<file path="src/rtl/rvc_asap_5pl_mem_region_ctrl.sv">
// Q103H memory-region decoder and read-latency sequencer for the 5-stage core.
// Optional MEM_REGION_FAULT_EN adds the AccessFault / FaultAddr outputs for unmapped accesses.

module rvc_asap_5pl_mem_region_match #(
  parameter logic [31:0] BASE = '0,
  parameter logic [31:0] MASK = '0
) (
  input  logic [31:0] Addr,
  output logic        Hit
);
  assign Hit = (Addr & MASK) == BASE;
endmodule

module rvc_asap_5pl_mem_region_ctrl #(
  parameter int                          NUM_REGIONS = 4,
  parameter logic [32*NUM_REGIONS-1:0]   REGION_BASE = {32'h0000_3000, 32'h0000_2000,
                                                        32'h0000_1000, 32'h0040_0000},
  parameter logic [32*NUM_REGIONS-1:0]   REGION_MASK = {32'hFFFF_F000, 32'hFFFF_F000,
                                                        32'hFFFF_F000, 32'hFFC0_0000},
  parameter logic [4*NUM_REGIONS-1:0]    REGION_LAT  = {4'd2, 4'd0, 4'd0, 4'd0}
) (
  input  logic                          Clock,
  input  logic                          Rst,
  input  logic                          ReqValid,
  input  logic                          ReqWrEn,
  input  logic                          ReqRdEn,
  input  logic [31:0]                   ReqAddr,
  input  logic [31:0]                   ReqWrData,
  input  logic [3:0]                    ReqByteEn,
  output logic [NUM_REGIONS-1:0]        RegionSel,
  output logic [NUM_REGIONS-1:0]        RegionWrEn,
  output logic [NUM_REGIONS-1:0]        RegionRdEn,
  output logic [31:0]                   RegionAddr,
  output logic [31:0]                   RegionWrData,
  output logic [3:0]                    RegionByteEn,
  input  logic [32*NUM_REGIONS-1:0]     RegionRdData,
  output logic [31:0]                   RdDataQ104H,
  output logic                          RdDataValid,
  output logic                          Stall
`ifdef MEM_REGION_FAULT_EN
  ,
  output logic                          AccessFault,
  output logic [31:0]                   FaultAddr
`endif
);

  localparam int IDX_W = (NUM_REGIONS > 1) ? $clog2(NUM_REGIONS) : 1;

  localparam logic [1:0] S_IDLE = 2'd0;
  localparam logic [1:0] S_WAIT = 2'd1;
  localparam logic [1:0] S_RESP = 2'd2;

  localparam logic [NUM_REGIONS-1:0][3:0] LAT_A = REGION_LAT;

  logic [NUM_REGIONS-1:0]        hit_vec;
  logic [NUM_REGIONS-1:0][31:0]  rd_arr;
  logic                          dec_hit;
  logic [IDX_W-1:0]              dec_idx;
  logic [NUM_REGIONS-1:0]        dec_sel;
  logic [3:0]                    dec_lat;

  logic [1:0]       state_q, state_d;
  logic [3:0]       cnt_q, cnt_d;
  logic [IDX_W-1:0] idx_q, idx_d;
  logic             hit_q, hit_d;
  logic [31:0]      rd_data_q;
  logic [31:0]      resp_data;
  logic             acc, rd_acc;

  for (genvar g = 0; g < NUM_REGIONS; g++) begin : g_match
    rvc_asap_5pl_mem_region_match #(
      .BASE (REGION_BASE[32*g +: 32]),
      .MASK (REGION_MASK[32*g +: 32])
    ) u_match (
      .Addr (ReqAddr),
      .Hit  (hit_vec[g])
    );
  end

  // Walk from the top so the lowest matching index is the one left standing.
  always_comb begin
    dec_hit = 1'b0;
    dec_idx = '0;
    for (int i = NUM_REGIONS - 1; i >= 0; i--) begin
      if (hit_vec[i]) begin
        dec_hit = 1'b1;
        dec_idx = IDX_W'(i);
      end
    end
  end

  always_comb begin
    dec_sel = '0;
    if (dec_hit) dec_sel[dec_idx] = 1'b1;
  end

  assign dec_lat = dec_hit ? LAT_A[dec_idx] : 4'd0;
  assign rd_arr  = RegionRdData;

  assign Stall       = (state_q == S_WAIT);
  assign RdDataValid = (state_q == S_RESP);
  assign acc         = Rst & ReqValid & ~Stall;
  assign rd_acc      = acc & ReqRdEn;

  assign RegionSel    = Rst ? dec_sel : '0;
  assign RegionWrEn   = (acc & ReqWrEn) ? dec_sel : '0;
  assign RegionRdEn   = rd_acc ? dec_sel : '0;
  assign RegionAddr   = ReqAddr;
  assign RegionWrData = ReqWrData;
  assign RegionByteEn = ReqByteEn;

  // Read data is presented combinationally in RESP and held from the register afterwards.
  assign resp_data   = hit_q ? rd_arr[idx_q] : 32'h0;
  assign RdDataQ104H = RdDataValid ? resp_data : rd_data_q;

  always_comb begin
    state_d = state_q;
    cnt_d   = cnt_q;
    idx_d   = idx_q;
    hit_d   = hit_q;
    case (state_q)
      S_WAIT: begin
        cnt_d = cnt_q - 4'd1;
        if (cnt_q == 4'd1) state_d = S_RESP;
      end
      default: begin
        state_d = S_IDLE;
        if (rd_acc) begin
          idx_d = dec_idx;
          hit_d = dec_hit;
          if (dec_lat != 4'd0) begin
            state_d = S_WAIT;
            cnt_d   = dec_lat;
          end else begin
            state_d = S_RESP;
          end
        end
      end
    endcase
  end

  always_ff @(posedge Clock or negedge Rst) begin
    if (!Rst) begin
      state_q   <= S_IDLE;
      cnt_q     <= 4'd0;
      idx_q     <= '0;
      hit_q     <= 1'b0;
      rd_data_q <= 32'h0;
    end else begin
      state_q <= state_d;
      cnt_q   <= cnt_d;
      idx_q   <= idx_d;
      hit_q   <= hit_d;
      if (RdDataValid) rd_data_q <= resp_data;
    end
  end

`ifdef MEM_REGION_FAULT_EN
  logic        fault_q;
  logic [31:0] fault_addr_q;
  logic        fault_now;

  assign fault_now = acc & (ReqRdEn | ReqWrEn) & ~dec_hit;

  always_ff @(posedge Clock or negedge Rst) begin
    if (!Rst) begin
      fault_q      <= 1'b0;
      fault_addr_q <= 32'h0;
    end else begin
      fault_q <= fault_now;
      if (fault_now) fault_addr_q <= ReqAddr;
    end
  end

  assign AccessFault = fault_q;
  assign FaultAddr   = fault_addr_q;
`endif

endmodule

</file>
<file path="config.mk">
export PLATFORM = sky130hd
export DESIGN_NAME = rvc_asap_5pl_mem_region_ctrl
export DESIGN_NICKNAME = d
export VERILOG_FILES = /design/src/rtl/rvc_asap_5pl_mem_region_ctrl.sv
export SDC_FILE = /design/constraint.sdc
export NUM_CORES = 1
export LEC_CHECK = 0
export ABC_AREA = 1
export BUFFER_PORTS_ARGS = -buffer_cell sky130_fd_sc_hd__buf_2
export CORE_AREA = 2 2 124 126
export CTS_CLUSTER_DIAMETER = 120
export DETAILED_ROUTE_END_ITERATION = 6
export DIE_AREA = 0 0 126 128
export GPL_ROUTABILITY_DRIVEN = 0
export HOLD_SLACK_MARGIN = 0.02
export SLEW_MARGIN = 20
export SYNTH_ARGS = -nofsm -noshare
export SYNTH_HDL_FRONTEND = slang
export SYNTH_SLANG_ARGS = --single-unit
</file>
<file path="constraint.sdc">
create_clock -name Clock -period 1.1 [get_ports Clock]
set_input_delay 0.11 -clock Clock [delete_from_list [all_inputs] [get_ports Clock]]
set_output_delay 0.11 -clock Clock [all_outputs]
set_load 0.05 [all_outputs]
</file>
==> out/qor.txt <==
outcome: finished with violations
failing checks: setup timing
# DRC: 0
HP Class: input pin to asynchronous set/reset pin
Die Span Y: 128 um
CP Max Fanout: 10
Num CTS Buffers: 5
CTS tree: done
Synth Net Count: 702
Setup CP Type: flop to output port
crit path time final: 1.82 ns
Slew HR: 60.7%
clock skew: 0.00767 ns
Async SR Flop Fraction: 100%
Critical-path top delay cell: dfrtp_2
Root Buffer: clkbuf_16
crit start category: flop
final worst slack: -0.723 ns
Sink Count: 41
Detailed Route WL: 15800 um
Critical Path Max Stage Delay: 0.46 ns
unrepaired setup endpoints after global routing: true
sequential fraction of the synthesis area: 29.8%
die area: 16100 um2
CTS clk-pin slew, worst paths: 0.07 ns
DP Worst Slack: -0.588 ns
count leader, synth: nor2_1
Yosys cell types: 29
most area-consuming cells after synthesis: dfrtp_1, buf_4, o21ai_0, nor2_1, o22ai_1
Post-synth EDFFs: 0
Max Clock Freq: 549 MHz
Primary FF master, synth: dfrtp_1
Die X: 126 um
Worst Path Required: 0.99 ns
Layout Nets: 930
vias in the first global route: 4317
num rows: 45
max cap viols: 0
synthesized area per cell: 6.90 um2
crit path DAT: 1.71 ns
most frequent cells after synthesis: nor2_1, o21ai_0, buf_4, nand2_1, dfrtp_1
Mapped Area: 3440 um2
final hold violation count: 0
Core ar.: 14900 um2
# H-tree levels: 2
DR vias: 4394
Slew Viols, Final: 0
R2R depth: 7
CP Cell Sequence: buf_12 > clkbuf_16 > o21ai_0 > o22ai_1 > nand3_1 > nand2_4 > buf_8
via-per-instance ratio: 4.80
Pleak: 0.00317 uW
hold_buf cts: 0
setup_tns: -37.21 ns
Synth Register Bits: 41
hold slack: 0.0559 ns
Clk Latency, worst-skew pair: 0.29 ns
cell area power density: 1050 nW/um2
initial antenna violation count: 2
Fillers: 1450
Layout area overhead: 88.6%
final HPWL from detailed placement: 10300 um
actual slew at the worst max-slew pin: 0.590 ns
clk buf depth: 2
ant diodes: 0
GR Util All Layers: 18.1%
share of cells above drive strength 1: 59.9%
boundary pin count: 315
Tcrit/Tclk final: 166%
Synth area leader: dfrtp_1
Syn Inst Count: 499
I/O Buffers: 218
Critical Path End Type: output port
final setup vio count: 87
Synthesis Warnings: 0
Peak VDD IR: 0.000599 V
antenna viol nets, final: 0
Final Power: 6850 uW
pin count of the biggest net entering global routing: 42
DRT Pass-1 Iters: 4
Starting Density: 23.2%
final design utilization: 43.7%
area share of the largest cell type after synthesis: 29.8%
GR Overflow Total: 0
wire per inst: 17.3 um
detailed router's first-iteration violation count: 157
first-pass GRT wire length: 22900 um
==> worst max-delay path, delay by kind of cell (launching register included) <==
family | cells | cell delay, ns
AO/OA/AOI/OAI | 2 | 0.27
buffers and inverters | 3 | 0.49
flip-flops | 1 | 0.46
AND/OR/NAND/NOR | 2 | 0.20
==> report_power, final <==
| part | total, uW | internal [uW] | switching, uW |
|---|---|---|---|
| clock | 1940 | 1300 | 640 |
| combinational | 3150 | 1380 | 1770 |
| sequential | 1760 | 1710 | 51.1 |
==> cell families (layout without fill, tap and decap cells) <==
| group | count (synthesis) | after routing | synth area share, % |
|---|---|---|---|
| buffers and inverters | 122 | 351 | 22.8 |
| flip-flops | 41 | 41 | 29.8 |
| AND/OR/NAND/NOR | 199 | 199 | 25.7 |
| adder cells (fa/ha/maj) | 2 | 2 | 0.726 |
| AO/OA/AOI/OAI | 135 | 135 | 21.0 |
==> cell usage in the layout, fill, tap and decap left out, types with 2 or more instances in the layout <==
cell type,n
a21oi_1,2
buf_12,19
buf_16,3
buf_2,164
buf_4,69
buf_6,36
buf_8,26
bufinv_16,2
clkbuf_16,11
dfrtp_1,38
dfrtp_2,3
ha_1,2
inv_1,12
inv_4,4
nand2_1,14
nand2_2,6
nand2_4,35
nand3_1,31
nand3_2,6
nand3_4,5
nand4_1,2
nor2_1,61
nor2_2,10
nor2_4,23
o21ai_0,50
o21ai_1,45
o21ai_2,3
o22ai_1,31
==> state kept, by name (all words and copies together), names as in the netlist <==
name	cells
cnt_q	4
hit_q	1
idx_q	2
rd_data_q	32
state_q	2
==> cell type report <==
type / count / area, um2 / area share, %
multi-input cells: 336 / 2200 / 33.8
repair buffers: 323 / 2750 / 42.3
inverters: 20 / 98.8 / 1.52
flip-flops and latches: 41 / 1030 / 15.8
clock inverters: 3 / 65.1 / 1.00
clock buffers: 5 / 125 / 1.93
well taps: 188 / 235 / 3.62
==> path summary, 6_finish.rpt <==
path / from / end / slack (ns)
worst max-delay path: idx_q[0]$_DFFE_PN0P_ / RdDataQ104H[12] / -0.72
worst min register to register: rd_data_q[2]$_DFF_PN0_ / rd_data_q[2]$_DFF_PN0_ / 0.59
worst max register to register: idx_q[0]$_DFFE_PN0P_ / rd_data_q[12]$_DFF_PN0_ / -0.41
min in group Clock: ReqAddr[2] / RegionAddr[2] / 0.22
max in group asynchronous: Rst / idx_q[1]$_DFFE_PN0P_ / 0.62
worst min-delay path: Rst / hit_q$_DFFE_PN0P_ / 0.06
==> per-stage QoR <==
stage,std cells,area [um2]
2_1_floorplan,499,3850
5_1_grt,916,6500
4_1_cts,907,6130
6_report,916,6500
3_5_place_dp,876,5230
3_3_place_gp,876,5230
==> per-layer routing <==
layer  track usage (%)  vias up  routed length, um
met5                 0        -                 13
met4              7.43        2                625
met3              3.55       42               1170
met2              33.9      237               8130
met1              20.1     2045               5900
li1                  -     2068                  -
==> repair_timing <==
item,in CTS,in global routing
setup buffers,20,6
pin swaps,33,49
gates cloned,3,6
resized for setup,155,72
endpoints found under the setup margin,87,87
Note: power is estimated with default switching activity, not from simulation.
